==> src/rtl/hex_disp_pkg.sv <==
// Shared definitions for the HEX display arbiter.
//   disp_state_e : arbiter state encoding (idle / showing an owner / blank gap)
//   SEG_BLANK    : all segments and DP off (active-low)
//   GLYPH_TABLE  : active-low g..a patterns for hex digits 0-F (b and d lower-case)
package hex_disp_pkg;

  typedef enum logic [1:0] {
    StIdle  = 2'd0,
    StShow  = 2'd1,
    StBlank = 2'd2
  } disp_state_e;

  localparam logic [7:0] SEG_BLANK = 8'hFF;

  localparam logic [6:0] GLYPH_TABLE [16] = '{
    7'h40, 7'h79, 7'h24, 7'h30, 7'h19, 7'h12, 7'h02, 7'h78,
    7'h00, 7'h10, 7'h08, 7'h03, 7'h46, 7'h21, 7'h06, 7'h0E
  };

endpackage

==> src/rtl/hex7seg_decode.sv <==
// Combinational 7-segment decoder for one digit.
//   nibble_i : hex digit to show
//   dp_i     : 1 = decimal point lit
//   blank_i  : 1 = digit segments off (DP still follows dp_i)
//   seg_o    : active-low segments, bit7 = DP, bits6:0 = g..a
module hex7seg_decode
  import hex_disp_pkg::*;
(
  input  logic [3:0] nibble_i,
  input  logic       dp_i,
  input  logic       blank_i,
  output logic [7:0] seg_o
);

  always_comb begin
    seg_o[7]   = ~dp_i;
    seg_o[6:0] = blank_i ? SEG_BLANK[6:0] : GLYPH_TABLE[nibble_i];
  end

endmodule

==> src/rtl/hex_display_arbiter.sv <==
// Round-robin arbiter sharing HEX5..HEX0 between NUM_REQ requesters with a minimum dwell
// time per grant and an all-off gap between different owners.
//   CLOCK_50   : clock, rising edge
//   reset      : synchronous, active-high
//   req        : level request per requester
//   req_value  : requester i value at [24i+23:24i], nibble 5 -> HEX5
//   req_dp     : requester i DP mask at [6i+5:6i], 1 = lit
//   gnt        : registered one-hot grant
//   done       : one-cycle pulse to the owner in the cycle its grant ends
//   busy       : arbiter not idle
//   HEX0..HEX5 : active-low segments, bit7 = DP
// Optional: define HEX_LEADING_ZERO_BLANK_EN to blank leading zero digits (HEX0 always shown).
module hex_display_arbiter
  import hex_disp_pkg::*;
#(
  parameter int unsigned NUM_REQ      = 4,
  parameter int unsigned DWELL_CYCLES = 50000000,
  parameter int unsigned BLANK_CYCLES = 2500000,
  parameter int unsigned CNT_W        = 26
) (
  input  logic                   CLOCK_50,
  input  logic                   reset,
  input  logic [NUM_REQ-1:0]     req,
  input  logic [24*NUM_REQ-1:0]  req_value,
  input  logic [6*NUM_REQ-1:0]   req_dp,
  output logic [NUM_REQ-1:0]     gnt,
  output logic [NUM_REQ-1:0]     done,
  output logic                   busy,
  output logic [7:0]             HEX0,
  output logic [7:0]             HEX1,
  output logic [7:0]             HEX2,
  output logic [7:0]             HEX3,
  output logic [7:0]             HEX4,
  output logic [7:0]             HEX5
);

  localparam int unsigned IdxW = $clog2(NUM_REQ);
  localparam logic [IdxW-1:0]  LastIdx   = IdxW'(NUM_REQ - 1);
  localparam logic [CNT_W-1:0] DwellLast = CNT_W'(DWELL_CYCLES - 1);
  localparam logic [CNT_W-1:0] BlankLast = CNT_W'((BLANK_CYCLES == 0) ? 0 : BLANK_CYCLES - 1);

  disp_state_e        st_q, st_d;
  logic [CNT_W-1:0]   cnt_q, cnt_d;
  logic [NUM_REQ-1:0] gnt_q, gnt_d;
  logic [NUM_REQ-1:0] done_q, done_d;
  logic [IdxW-1:0]    own_q, own_d;
  logic [23:0]        val_q, val_d;
  logic [5:0]         dp_q, dp_d;

  // Round-robin search starting just after the last owner.
  logic [IdxW-1:0] start_idx, cand_idx, win_idx;
  logic            win_found;

  always_comb begin
    start_idx = (own_q == LastIdx) ? '0 : own_q + IdxW'(1);
    win_found = 1'b0;
    win_idx   = '0;
    cand_idx  = '0;
    for (int unsigned k = 0; k < NUM_REQ; k++) begin
      cand_idx = IdxW'((32'(start_idx) + k) % NUM_REQ);
      if (!win_found && req[cand_idx]) begin
        win_found = 1'b1;
        win_idx   = cand_idx;
      end
    end
  end

  logic [23:0] win_val, own_val;
  logic [5:0]  win_dp, own_dp;

  always_comb begin
    win_val = '0;
    win_dp  = '0;
    own_val = '0;
    own_dp  = '0;
    for (int unsigned k = 0; k < NUM_REQ; k++) begin
      if (IdxW'(k) == win_idx) begin
        win_val = req_value[24*k +: 24];
        win_dp  = req_dp[6*k +: 6];
      end
      if (IdxW'(k) == own_q) begin
        own_val = req_value[24*k +: 24];
        own_dp  = req_dp[6*k +: 6];
      end
    end
  end

  logic owner_req, others_pending, leave, arb;

  assign owner_req      = req[own_q];
  assign others_pending = |(req & ~gnt_q);

  always_comb begin
    st_d   = st_q;
    cnt_d  = cnt_q;
    gnt_d  = gnt_q;
    done_d = '0;
    own_d  = own_q;
    val_d  = val_q;
    dp_d   = dp_q;
    leave  = 1'b0;
    arb    = 1'b0;

    unique case (st_q)
      StIdle: arb = 1'b1;
      StShow: begin
        if (cnt_q == DwellLast) begin
          if (others_pending) begin
            leave = 1'b1;
          end else if (owner_req) begin
            // Sole requester keeps the display; refresh the frozen value.
            val_d = own_val;
            dp_d  = own_dp;
            cnt_d = '0;
          end else begin
            done_d = gnt_q;
            gnt_d  = '0;
            cnt_d  = '0;
            st_d   = StIdle;
          end
        end else if (!owner_req) begin
          leave = 1'b1;
        end else begin
          cnt_d = cnt_q + CNT_W'(1);
        end
      end
      StBlank: begin
        if (cnt_q == BlankLast) arb = 1'b1;
        else cnt_d = cnt_q + CNT_W'(1);
      end
      default: st_d = StIdle;
    endcase

    if (leave) begin
      done_d = gnt_q;
      gnt_d  = '0;
      cnt_d  = '0;
      if (BLANK_CYCLES == 0) arb = 1'b1;
      else st_d = StBlank;
    end

    if (arb) begin
      cnt_d = '0;
      if (win_found) begin
        st_d  = StShow;
        gnt_d = NUM_REQ'(1) << win_idx;
        own_d = win_idx;
        val_d = win_val;
        dp_d  = win_dp;
      end else begin
        st_d = StIdle;
      end
    end
  end

  always_ff @(posedge CLOCK_50) begin
    if (reset) begin
      st_q   <= StIdle;
      cnt_q  <= '0;
      gnt_q  <= '0;
      done_q <= '0;
      own_q  <= LastIdx;
      val_q  <= '0;
      dp_q   <= '0;
    end else begin
      st_q   <= st_d;
      cnt_q  <= cnt_d;
      gnt_q  <= gnt_d;
      done_q <= done_d;
      own_q  <= own_d;
      val_q  <= val_d;
      dp_q   <= dp_d;
    end
  end

  assign gnt  = gnt_q;
  assign done = done_q;
  assign busy = (st_q != StIdle);

  logic [5:0] lead_blank;

`ifdef HEX_LEADING_ZERO_BLANK_EN
  logic zero_run;

  // A digit blanks only while every digit above it (and itself) is zero.
  always_comb begin
    zero_run   = 1'b1;
    lead_blank = '0;
    for (int i = 5; i >= 1; i--) begin
      zero_run      = zero_run && (val_q[4*i +: 4] == 4'h0);
      lead_blank[i] = zero_run;
    end
  end
`else
  assign lead_blank = '0;
`endif

  logic [7:0] seg [6];

  for (genvar d = 0; d < 6; d++) begin : g_dig
    hex7seg_decode u_dec (
      .nibble_i (val_q[4*d +: 4]),
      .dp_i     (dp_q[d]),
      .blank_i  (lead_blank[d]),
      .seg_o    (seg[d])
    );
  end

  logic show;
  assign show = (st_q == StShow);

  assign HEX0 = show ? seg[0] : SEG_BLANK;
  assign HEX1 = show ? seg[1] : SEG_BLANK;
  assign HEX2 = show ? seg[2] : SEG_BLANK;
  assign HEX3 = show ? seg[3] : SEG_BLANK;
  assign HEX4 = show ? seg[4] : SEG_BLANK;
  assign HEX5 = show ? seg[5] : SEG_BLANK;

endmodule

==> config.mk <==
export PLATFORM = sky130hd
export DESIGN_NAME = hex_display_arbiter
export DESIGN_NICKNAME = d
export VERILOG_FILES = /design/src/rtl/hex_disp_pkg.sv /design/src/rtl/hex7seg_decode.sv /design/src/rtl/hex_display_arbiter.sv
export SDC_FILE = /design/constraint.sdc
export NUM_CORES = 1
export LEC_CHECK = 0
export BUFFER_PORTS_ARGS = -buffer_cell sky130_fd_sc_hd__buf_2
export CORE_MARGIN = 8
export CORE_UTILIZATION = 55
export CTS_CLUSTER_DIAMETER = 100
export DETAILED_ROUTE_END_ITERATION = 10
export PLACE_DENSITY_LB_ADDON = 0.15
export SYNTH_ARGS = -nofsm -noshare
export SYNTH_HDL_FRONTEND = slang
export SYNTH_SLANG_ARGS = --single-unit
==> constraint.sdc <==
create_clock -name CLOCK_50 -period 4.4 [get_ports CLOCK_50]
set_input_delay 0.22 -clock CLOCK_50 [delete_from_list [all_inputs] [get_ports CLOCK_50]]
set_output_delay 0.22 -clock CLOCK_50 [all_outputs]
set_load 0.05 [all_outputs]
# --- Word level (Yosys, flattened, before mapping) ---
# Memories as Yosys holds them, arrays and structs flattened.
# Cells that the tools add are included.
word_totals:
  reg_bits: 68
  romBits: 672
  inputBits: 126
  output_inout_bits: 57
  mem_count: 6
mem_list:
  columns: ["memory", "depth", "width", "rd", "rd_ports_with_merged_regs", "write_ports", "line_no", "rtl"]
  rows:
  - ["(name not given)", 16, 7, 1, 0, 0, "hex7seg_decode.sv:17", "seg_o[6:0] = blank_i ? SEG_BLANK[6:0] : GLYPH_TABLE[nibble_i];"]
  - ["(name not given)", 16, 7, 1, 0, 0, "hex7seg_decode.sv:17", null]
  - ["(name not given)", 16, 7, 1, 0, 0, "hex7seg_decode.sv:17", null]
  - ["(name not given)", 16, 7, 1, 0, 0, "hex7seg_decode.sv:17", null]
  - ["(name not given)", 16, 7, 1, 0, 0, "hex7seg_decode.sv:17", null]
  - ["(name not given)", 16, 7, 1, 0, 0, "hex7seg_decode.sv:17", null]
classes:
  addsub: 5
  magnitude_cmp: 11
  eq_ne: 18
  shift: 1
  mux: 95
  bitwise_logic: 14
  n_reduce_logical: 17
ops:
  columns: ["op", "n"]
  rows:
  - ["two-way mux 24 bit", 14]
  - ["two-way mux 26 bit", 4]
  - ["two-way mux 6 bit", 14]
  - ["two-way mux 7 bit", 12]
  - ["one-hot mux 26 bit (2 select lines)", 1]
  - ["two-way mux 4 bit", 12]
  - ["two-way mux 8 bit", 6]
  - [">= comparator 5 bit, second input constant", 6]
  - ["inverter 4 -> 5 bit", 6]
  - ["adder 26 x 1 -> 26 bit, second input constant", 1]
  - ["equality test 26 x 22 -> 1 bit, second input constant", 1]
  - ["equality test 26 bit, second input constant", 1]
  - ["two-way mux 2 bit", 10]
  - ["less-than comparator 2 x 3 -> 1 bit, second input constant", 5]
  - ["two-way mux 1 bit", 15]
  - ["binary-select mux 1 bit (select 2 bit)", 5]
  - ["equality test 2 bit, first input constant", 4]
  - ["inequality test 4 bit, second input constant", 2]
  - ["AND reduction 4 bit", 2]
  - ["zero test 2 bit", 3]
  - ["inverter 1 bit", 6]
  - ["adder 2 x 1 -> 2 bit, second input constant", 2]
  - ["adder 2 bit, second input constant", 2]
  - ["AND 4 bit", 1]
  - ["19 further kinds", 26]

# --- Depth between registers and ports, before layout ---
# Gate-level depths: netlist of run 1.
logic_depth:
  depth_word: 21
  ltp_mapped: 12
  ltp_nobuf: 8

# --- Hierarchy ---
# From an unflattened synthesis of run 1, not the netlist that was laid out.
hier_totals:
  hier_cells: 877
  hier_area_um2: 7493.4
by_module_without_submodules:
  columns: ["module", "instances", "cells_per_inst", "area_per_inst_um2"]
  rows:
  - ["hex_display_arbiter", 1, 656, 5706.7]
  - ["hex7seg_decode at g_dig[0].u_dec ...", 4, 36, 302.8]
  - ["hex7seg_decode at g_dig[4].u_dec", 1, 37, 297.8]
  - ["hex7seg_decode at g_dig[5].u_dec", 1, 40, 277.8]

# --- Worst setup path before layout of run 1 ---
# No wires, ideal clock.
synth_timing:
  path_kind: "reg-to-reg"
  from: "reg own_q[0]"
  to: "reg val_q[0]"
  setup_time_ps: 142
  t_arrival_ps: 3006
  required_time_ps: 4258
  slack_ps: 1252
  stages_incl_launch_ff: 10
  n_path_buf: 2
  period_less_slack_ps: 3148
  path_cell_list: "dfxtp_1 clkbuf_1 inv_1 ha_1 or3_1 a2111oi_0 a2bb2oi_1 o221a_2 clkbuf_1 a221oi_1"
synth_between:
  elab_chain_cells: 21
synth_lines:
  columns: ["item", "line_no", "rtl"]
  rows:
  - ["start: declaration", "hex_display_arbiter.sv:46", "logic [IdxW-1:0] own_q, own_d;"]
  - ["start signal: assignment", "hex_display_arbiter.sv:162", "own_q <= LastIdx;"]
  - ["start signal: assignment", "hex_display_arbiter.sv:170", "own_q <= own_d;"]
  - ["parallel branches: the longest is 20 deep, another holds adder 2 x 1 -> 2 bit", null, null]
  - ["two-way mux 24 bit (*)", "hex_display_arbiter.sv:142", "if (arb) begin"]
  - ["end signal: assignment", "hex_display_arbiter.sv:171", "val_q <= val_d;"]
  - ["end: declaration", "hex_display_arbiter.sv:47", "logic [23:0] val_q, val_d;"]
# Every way passes the cells marked *. The select of a mux whose other input is x is not followed.
# A chain may end at the register's enable or synchronous reset.

# --- Worst setup path in the final report of run 1 ---
layout_timing:
  from: "reg own_q[0]"
  to: "reg val_q[18]"
# Same word-level chain as after synthesis.

==> implementation parameters, run 1 <==
Parameter                              Value

Setup path
  Startpoint of the worst register-to-register path ... own_q[0]
  Type of the worst setup path ... reg -> reg
  CP Max Fanout ... 32
  Worst Path Required ... 4560 ps
  Arrival time worst endpoint ... 3960 ps
  Critical path startpoint ... own_q[0]
  Sort of element at the end of the critical path ... flip-flop
  Type of element launching the critical path ... flip-flop

Detailed routing
  Amount of wire on met3 after detailed routing ... 1.494 mm
  Routed wire per std cell ... 18.65 um
  Router iterations before antenna repair ... 5
  Wl on met1 ... 9.664 mm
  Total routed wirelength ... 21.80 mm
  DRC marker count from the first detailed-route iteration ... 567
  Highest metal layer with signal wires ... met4
  Detailed-route vias per instance ... 6.236
  Antenna Nets Post-Route ... 0
  Remaining design rule violation count ... 0
  Total length of routed met2 wires ... 10.13 mm
  Number of vias in the routed layout ... 7290

Finish
  Final core utilization ... 65.49%
  Most frequent cells in the layout ... 182 x buf_2, 106 x mux2i_1, 75 x nand2_1, 68 x dfxtp_1, 60 x a221oi_1
  Most common cell after layout, fill and taps aside ... buf_2
  Final-stage net count ... 1160
  Signed area change from the synthesized netlist to the final layout ... 17.27%
  Share of post-route cells with drive strength above 1 ... 23.90%
  Number of fill cells ... 1146

GRT
  Via count of the first global-routing pass ... 6869
  All-Layer GR Usage ... 25.22%
  Wire length of the first global-routing pass ... 34.59 mm
  Initial antenna violation count ... 1
  Total grt overflow ... 0
  Maximum number of pins on one net before global-route repair ... 64

Synthesis
  Number of synthesized register bits ... 68
  Cell area after synthesis ... 0.006990 mm^2
  FFs w/ async S/R, synth ... 0%
  Number of unique standard cell types used by synthesis ... 64
  Number of cells produced by synthesis ... 864
  Leading register cell type out of synthesis ... dfxtp_1
  Post-Synthesis Net Count ... 1031
  Syn. warnings ... 0
  Sequential area share after synthesis ... 19.47%
  Mean area per synthesized cell ... 8.091 um^2
  Number of flops mapped to enable cells by yosys ... 0

Timing
  Final setup violation count ... 0
  Slew at the pin closest to its max-slew limit ... 1013 ps
  Minimum clock period ... 3802 ps
  Worst slew margin ... 32.45%
  Aggregate negative setup slack ... 0 ps
  Unrepaired setup endpoints after global routing ... false
  Fmax ... 263.0 MHz
  Min Hold Slack ... 237.3 ps
  Period Utilization, post-route ... 86.42%
  Clock Skew ... 7.089 ps
  Hold Vio Cnt, Final ... 0
  Total count of max-transition violations in the final report ... 0

Place
  Detailed placer's ending HPWL ... 16.01 mm
  RePlAce Congestion ... 0.9085
  IO buf count ... 182

CTS
  Hold-fix buffers, CTS ... 0
  Post-cts gate resize count ... 0
  Number of buffers added for setup after CTS ... 0
  CTS max path bufs ... 2
  Clock-pin slew on the worst setup and hold paths ... 60 ps
  Root buffer cell ... clkbuf_16
  TritonCTS buffer count ... 9
  Worst-skew pair later-pin latency ... 330 ps
  Number of clock sinks ... 68
  H-tree levels ... 3
  Clock tree from TritonCTS ... yes

Power and ir drop
  Power consumption ... 6.092 mW
  Power per unit of standard cell area ... 743.1 mW/mm^2
  Leakage power ... 3.253 nW
  Highest ir drop seen on vdd ... 0.5091 mV

Floorplanning
  Effective utilization at floorplan ... 55.85%
  Height of the chip ... 128.7 um
  IO Count ... 183
  Number of rows created at floorplan ... 41
  Die extent in x ... 128.7 um
  Die outline area ... 0.01657 mm^2
  Placeable core region ... 0.01252 mm^2

Status
  Result of the run ... completed

Worst hold path
  Hold Crit Class ... in -> reg
  Hold path start ... req_value[63]

Flow run
  Number of maximum-capacitance constraint violations ... 0
## cell families after synthesis
group / Yosys count / synth area share (%)
AOI/OAI and AO/OA: 279 / 29.93
and+or+nand+nor: 255 / 19.89
muxes: 111 / 16.31
buffers and inverters: 102 / 6.068
DFF: 68 / 19.47
adders and majority gates: 41 / 7.338
xor gates and xnor gates: 8 / 1.002
## layer usage
| layer | GRT usage, % | vias to the layer above |
|---|---|---|
| met4 | 8.777 | 0 |
| met3 | 3.889 | 33 |
| met2 | 40.36 | 276 |
| met5 | 0 | - |
| met1 | 33.71 | 3443 |
| li1 | - | 3538 |
## path summary, 6_finish.rpt
kind / endpoint / slack, ps / cells past startpoint
setup / recovery: val_q[18] / 600 / 7
hold / removal: val_q[15] / 240 / 3
setup reg to reg: val_q[18] / 600 / 7
hold reg to reg: cnt_q[24] / 500 / 2
## sequential cells by signal, indices dropped and copies added (netlist names)
register  flops
cnt_q        26
done          4
dp_q          6
gnt           4
own_q         2
st_q          2
val_q        24
## cells in the mapped netlist, types with 23 or more instances
master / n / area [um^2]
a21o_1: 33 / 247.7
a21oi_1: 26 / 130.1
a221oi_1: 60 / 525.5
clkbuf_1: 52 / 195.2
dfxtp_1: 68 / 1361
ha_1: 41 / 513.0
inv_1: 27 / 101.4
mux2i_1: 106 / 1061
nand2_1: 75 / 281.5
nand3_1: 23 / 115.1
nor2_1: 29 / 108.9
nor2b_1: 42 / 262.8
o211ai_1: 39 / 292.8
o21ai_0: 33 / 165.2
o31ai_1: 36 / 270.3
## power breakdown
group	internal (mW)	leakage, nW	switching, mW
Sequential	0.768	0.558	0.309
Clock	0.463	0.145	0.265
Combinational	1.49	2.55	2.80
Total	2.72	3.25	3.37
## critical path: stages (launching register included)
cell	delay, ps
dfxtp_1	630
inv_1	240
ha_1	350
or3_1	380
a2111oi_0	700
a2bb2oi_1	370
o221a_2	770
a221oi_1	170
## layout make-up
cell class,count,area (um^2),area share (%)
clock buffers,12,256.5,3.129
repair buffers,193,1006,12.27
diodes,1,2.502,0.03053
well taps,172,215.2,2.625
flip-flops and latches,68,1361,16.61
inverters,27,101.3,1.236
clock inverters,2,35.03,0.4274
multi-input cells,694,5220,63.68
## stage by stage
| step | std cells | worst slack (ps) | instance area, um^2 |
|---|---|---|---|
| floorplan | 864 | 1252 | 6990 |
| global placement | 1154 | 831.3 | 7904 |
| detailed placement | 1154 | 704.1 | 7904 |
| CTS | 1168 | 641.2 | 8195 |
| global route | 1169 | 268.3 | 8198 |
| finish | 1169 | 597.6 | 8198 |
Power figures use the tool's default switching activity.
==> run 2: changes to the inputs <==
--- a/config.mk
+++ b/config.mk
@@ -5,11 +5,13 @@
 export SDC_FILE = /design/constraint.sdc
 export NUM_CORES = 1
 export LEC_CHECK = 0
+export ABC_AREA = 1
 export BUFFER_PORTS_ARGS = -buffer_cell sky130_fd_sc_hd__buf_2
 export CORE_MARGIN = 8
 export CORE_UTILIZATION = 55
 export CTS_CLUSTER_DIAMETER = 100
 export DETAILED_ROUTE_END_ITERATION = 10
+export GPL_ROUTABILITY_DRIVEN = 0
 export PLACE_DENSITY_LB_ADDON = 0.15
 export SYNTH_ARGS = -nofsm -noshare
 export SYNTH_HDL_FRONTEND = slang
==> implementation parameters, run 2 <==
Parameter                              Value

Synthesis
  Mean area per synthesized cell ... 5.544 um^2
  Yosys top cell by area ... nand2_1
  Most numerous cell in the Yosys netlist ... nand2_1
  Number of synthesized register bits ... 68
  FFs w/ async S/R, synth ... 0%
  Post-Synthesis Net Count ... 1596
  Leading post-synthesis cells by instance count ... 452 x nand2_1, 224 x nand3_1, 123 x inv_1
  Cell area after synthesis ... 0.007923 mm^2
  Leading cell types by total area after synthesis ... nand2_1 21%, dfxtp_1 17%, nand3_1 14%
  Number of unique standard cell types used by synthesis ... 37
  Top-area cell type share of the netlist area ... 21.42%
  Sequential area share after synthesis ... 17.18%
  Number of flops mapped to enable cells by yosys ... 0
  Syn. warnings ... 0
  Number of cells produced by synthesis ... 1429
  Leading register cell type out of synthesis ... dfxtp_1

CTS
  Post-cts gate resize count ... 0
  Number of buffers added for setup after CTS ... 0
  Root buffer cell ... clkbuf_16
  Clock tree from TritonCTS ... yes
  CTS max path bufs ... 2
  H-tree levels ... 3
  Number of clock sinks ... 68
  Hold-fix buffers, CTS ... 0
  Clock-pin slew on the worst setup and hold paths ... 60 ps
  Worst-skew pair later-pin latency ... 350 ps
  TritonCTS buffer count ... 9

GRT
  All-Layer GR Usage ... 28.69%
  Initial antenna violation count ... 0
  Wire length of the first global-routing pass ... 43.53 mm
  Maximum number of pins on one net before global-route repair ... 64
  Total grt overflow ... 0
  Via count of the first global-routing pass ... 8885

Timing
  Worst slew margin ... 23.02%
  Total count of max-transition violations in the final report ... 0
  Period Utilization, post-route ... 75.26%
  Minimum clock period ... 3311 ps
  Slew at the pin closest to its max-slew limit ... 1155 ps
  Aggregate negative setup slack ... 0 ps
  Clock Skew ... 9.767 ps
  Fmax ... 302.0 MHz
  Hold Vio Cnt, Final ... 0
  Final setup violation count ... 0
  Unrepaired setup endpoints after global routing ... false

Detailed routing
  Amount of wire on met3 after detailed routing ... 2.913 mm
  Router iterations before antenna repair ... 6
  Remaining design rule violation count ... 0
  Total routed wirelength ... 27.29 mm
  Highest metal layer with signal wires ... met4
  Wl on met1 ... 11.74 mm
  Detailed-route vias per instance ... 5.675
  DRC marker count from the first detailed-route iteration ... 1034
  Total length of routed met2 wires ... 11.82 mm
  Number of vias in the routed layout ... 9852
  Routed wire per std cell ... 15.72 um
  Antenna Nets Post-Route ... 0

Setup path
  Arrival time worst endpoint ... 3590 ps
  Cell type of the slowest stage on the worst timing path ... nand3_2
  Reg-to-Reg End ... dp_q[2]
  Depth of the worst register-to-register path ... 13
  Sort of element at the end of the critical path ... flip-flop
  Internal reg-to-reg setup slack ... 1090 ps
  Critical path cell sequence ... inv_2 > ha_1 > inv_1 > nand3_1 > nand2_2 > nor2_2 > nand3_1 > nand3_2 > buf_4 > nand3_2 > nand2_1 > nor2_1 > a21oi_1
  Capture point of the critical path ... dp_q[2]
  Type of the worst setup path ... reg -> reg
  Startpoint of the worst register-to-register path ... own_q[0]
  Critical Path Max Stage Delay ... 630 ps
  Worst Path Required ... 4680 ps
  Critical path startpoint ... own_q[0]
  CP Max Fanout ... 33
  Type of element launching the critical path ... flip-flop

Floorplanning
  Die outline area ... 0.01850 mm^2
  IO Count ... 183
  Effective utilization at floorplan ... 55.35%
  Height of the chip ... 136.0 um
  Placeable core region ... 0.01431 mm^2
  Die extent in x ... 136.0 um
  Number of rows created at floorplan ... 44

Finish
  Final core utilization ... 63.32%
  Antenna Cells ... 0
  Area of all sequential standard cells ... 0.001361 mm^2
  Final-stage net count ... 1714
  Signed area change from the synthesized netlist to the final layout ... 14.40%
  Multi-input combinational cell area ... 0.005672 mm^2
  Number of fill cells ... 1496
  Share of post-route cells with drive strength above 1 ... 15.72%
  Register name with the most flops ... cnt_q
  Regs by FF count ... cnt_q x26, val_q x24, dp_q x6
  Final non-filler cell total ... 1736
  Most common cell after layout, fill and taps aside ... nand2_1
  Most frequent cells in the layout ... 452 x nand2_1, 224 x nand3_1, 182 x buf_2, 123 x inv_1, 113 x nor2_1
  Number of flip-flops under the largest register name ... 26

Place
  Detailed placer's ending HPWL ... 19.65 mm
  IO buf count ... 182
  Placed cell count ... 1720

Status
  Result of the run ... completed

Power and ir drop
  Power consumption ... 7.292 mW
  Power per unit of standard cell area ... 804.6 mW/mm^2
  Highest ir drop seen on vdd ... 0.6392 mV
  Leakage power ... 4.253 nW

Flow run
  Number of maximum-capacitance constraint violations ... 0

Worst hold path
  Hold Crit Class ... in -> reg
## run 2: changes by cell type after synthesis, sizes merged, moves of 69 or more
cell   before  now
a21oi      26   95
inv        27  126
mux2i     106    0
nand2      75  460
nand3      23  227
nor2       29  124
## run 2: cell families after synthesis
kind of cell             Yosys count  synth area share, %
AO/OA/AOI/OAI                    212                14.58
XOR/XNOR                          19                2.100
adder cells (fa/ha/maj)           41                6.475
buffers and inverters            217                11.35
flip-flops                        68                17.18
AND/OR/NAND/NOR                  872                48.31
## run 2: stage by stage
stage	area (um^2)	hold WS [ps]	setup slack [ps]
floorplan	7923	362.6	1711
global placement	8756	463.0	1198
detailed placement	8756	468.1	1153
CTS	9064	125.6	1143
global route	9064	141.8	794.1
finish	9064	133.9	1089
## run 2: how the worst min path moves through the flow
stage	from	end	slack, ps	cells past startpoint
2_1_floorplan	req_dp[1]	dp_q[1]	360	2
3_3_place_gp	gnt[0]	done[0]	460	2
3_5_place_dp	gnt[2]	done[2]	470	2
4_1_cts	req_dp[1]	dp_q[1]	130	3
5_1_grt	req_dp[2]	dp_q[2]	140	3
6_report	req_dp[1]	dp_q[1]	130	3
## run 2: layout make-up
cell class | instances | area share (%)
tap | 184 | 2.540
sequential | 68 | 15.02
timing repair buffer | 195 | 11.13
clock buffer | 9 | 2.485
multi-input combinational | 1144 | 62.58
inverter | 129 | 5.342
clock inverter | 7 | 0.9111
## run 2: routing by layer
| metal | track usage, % | vias up |
|---|---|---|
| met5 | 0 | - |
| met4 | 11.04 | 0 |
| met3 | 5.728 | 73 |
| met2 | 43.80 | 550 |
| met1 | 38.86 | 4334 |
| li1 | - | 4895 |
## run 2: where the power goes
| part | internal [mW] | switching, mW | total (mW) |
|---|---|---|---|
| Sequential | 0.771 | 0.249 | 1.02 |
| Combinational | 1.48 | 4.02 | 5.50 |
| Clock | 0.449 | 0.324 | 0.773 |
## run 2: critical path: cells and delay by family, from the launching register on
family / cells / cell delay (ps)
and+or+nand+nor: 8 / 1590
AOI/OAI and AO/OA: 1 / 120
buffers and inverters: 3 / 640
DFF: 1 / 500
adders and majority gates: 1 / 370
==> run 3: changes to the inputs <==
--- a/config.mk
+++ b/config.mk
@@ -8,7 +8,7 @@
 export ABC_AREA = 1
 export BUFFER_PORTS_ARGS = -buffer_cell sky130_fd_sc_hd__buf_2
 export CORE_MARGIN = 8
-export CORE_UTILIZATION = 55
+export CORE_UTILIZATION = 51
 export CTS_CLUSTER_DIAMETER = 100
 export DETAILED_ROUTE_END_ITERATION = 10
 export GPL_ROUTABILITY_DRIVEN = 0
==> constraint.sdc (replaced) <==
create_clock -name CLOCK_50 -period 2.9 [get_ports CLOCK_50]
set_input_delay 0.145 -clock CLOCK_50 [delete_from_list [all_inputs] [get_ports CLOCK_50]]
set_output_delay 0.145 -clock CLOCK_50 [all_outputs]
set_load 0.05 [all_outputs]
==> implementation parameters, run 3 (synthesis gave the netlist of run 2 again) <==
Parameter                              Value

Status
  Result of the run ... completed

Power and ir drop
  Fraction of power consumed by sequential logic ... 13.3%
  Sw power ... 7.017 mW
  Power per unit of standard cell area ... 1247 mW/mm^2
  Share of power burned in combinational logic ... 77.1%
  Switching share of total power ... 59.95%
  Highest ir drop seen on vdd ... 0.6925 mV
  Leakage power ... 4.417 nW
  Internal Dissipation ... 4.688 mW
  Proportion of power drawn by the clock network ... 9.6%

Finish
  Register name with the most flops ... cnt_q
  Share of post-route cells with drive strength above 1 ... 17.22%
  Signed area change from the synthesized netlist to the final layout ... 18.43%
  Final-stage net count ... 1743
  Regs by FF count ... cnt_q x26, val_q x24, dp_q x6
  Most common cell after layout, fill and taps aside ... nand2_1
  Most frequent cells in the layout ... 452 x nand2_1, 224 x nand3_1, 182 x buf_2, 123 x inv_1, 113 x nor2_1
  Number of flip-flops under the largest register name ... 26
  Final non-filler cell total ... 1769
  Post-route cell area ... 0.009383 mm^2

Setup path
  Depth of the worst register-to-register path ... 14
  Worst Path Required ... 3130 ps
  Internal reg-to-reg setup slack ... 290 ps
  Arrival time worst endpoint ... 2840 ps
  Type of element launching the critical path ... flip-flop
  CP Max Fanout ... 17
  Type of the worst setup path ... reg -> reg
  Sort of element at the end of the critical path ... flip-flop

GRT
  Wire length of the first global-routing pass ... 45.86 mm
  All-Layer GR Usage ... 27.95%
  Initial antenna violation count ... 1
  Total grt overflow ... 0
  Maximum number of pins on one net before global-route repair ... 36
  Via count of the first global-routing pass ... 9100

Flow run
  Number of maximum-capacitance constraint violations ... 0

Detailed routing
  DRC marker count from the first detailed-route iteration ... 1124
  Detailed-route vias per instance ... 5.606
  Routed wire per std cell ... 16.21 um
  Router iterations before antenna repair ... 5
  Total routed wirelength ... 28.68 mm
  Antenna Nets Post-Route ... 0
  Remaining design rule violation count ... 0
  Number of vias in the routed layout ... 9917

Timing
  Period Utilization, post-route ... 90.14%
  Fmax ... 382.5 MHz
  Minimum clock period ... 2614 ps
  Total count of max-transition violations in the final report ... 0
  Unrepaired setup endpoints after global routing ... false
  Final setup violation count ... 0
  Aggregate negative setup slack ... 0 ps
  Slew at the pin closest to its max-slew limit ... 591.1 ps
  Hold Vio Cnt, Final ... 0
  Worst slew margin ... 60.35%
  Clock Skew ... 10.16 ps

Place
  Detailed placer's ending HPWL ... 21.80 mm
  Area after detailed placement ... 0.009039 mm^2
  Placed cell count ... 1751
  IO buf count ... 182

Floorplanning
  Height of the chip ... 140.6 um
  Effective utilization at floorplan ... 52.12%
  Placeable core region ... 0.01520 mm^2
  IO Count ... 183
  Die extent in x ... 140.6 um
  Number of rows created at floorplan ... 45
  Die outline area ... 0.01978 mm^2

CTS
  Clock tree from TritonCTS ... yes
  Hold-fix buffers, CTS ... 0
  TritonCTS buffer count ... 9
  Number of clock sinks ... 68
  CTS max path bufs ... 2
  Worst-skew pair later-pin latency ... 350 ps
  Root buffer cell ... clkbuf_16
  H-tree levels ... 3
  Clock-pin slew on the worst setup and hold paths ... 60 ps

Worst hold path
  Hold Crit Class ... in -> reg
  Hold Path Depth ... 3
[run 3: changes by cell type in the layout (fill, tap and decap cells not counted), sizes merged]
cell,before,now
clkbuf,9,11
diode,0,1
clkinv,3,4
inv,130,126
buf,195,224
[run 3: what timing repair did]
item / in CTS / in global routing
resized for setup: 0 / 4
setup endpoints to repair: 0 / 32
buffers inserted: 0 / 2
[run 3: final timing paths]
path,startpoint,end
max,own_q[0],val_q[21]
min reg2reg,gnt[3],gnt[3]
min,req_dp[2],dp_q[2]
max reg2reg,own_q[0],val_q[21]
[run 3: final cells by class]
class                           instances  area (um^2)
Fill cell                            1500         5819
Sequential cell                        68         1363
Timing Repair Buffer                  224         1318
Clock inverter                          4        50.05
Tap cell                              188        235.2
Antenna cell                            1        2.502
Multi-Input combinational cell       1144         5688
Clock buffer                           11        242.7
Inverter                              129        484.2
[run 3: critical path, cell delays in order (launching register included)]
cell	delay, ps
dfxtp_2	410
inv_2	100
ha_1	360
inv_1	190
nand3_1	160
nand2_2	130
nor2_2	70
nand3_1	70
nand3_2	100
buf_4	220
buf_4	230
nand3_1	100
nand2_1	50
nor2_1	220
nor2_1	70
[run 3: power groups by stage]
| stage | sequential (mW) | clock, mW | combinational (mW) |
|---|---|---|---|
| after floorplan | 1.42 | 0 | 6.66 |
| after global placement | 1.54 | 0 | 8.63 |
| after detailed placement | 1.56 | 0 | 8.70 |
| after CTS | 1.54 | 1.13 | 8.75 |
| after global routing | 1.60 | 1.17 | 9.91 |
| final | 1.55 | 1.13 | 9.03 |
[run 3: through the flow]
step	hold WS [ps]	utilization [%]	power (mW)	setup slack [ps]
finish	74.59	61.72	11.70	285.9
global route	79.05	61.72	12.69	31.14
CTS	60.98	61.38	11.42	173.9
detailed placement	422.2	59.46	10.26	201.1
global placement	421.6	59.46	10.18	312.6
floorplan	287.6	-	8.079	286.0
[run 3: routing by layer]
layer  track usage (%)  part of all wire, %  vias up
met1             36.36                   44     4362
met4             12.27                  3.1        0
met2             43.67                   43      541
met3             5.942                  9.9       69
met5                 0                    0        -
li1                  -                    -     4945
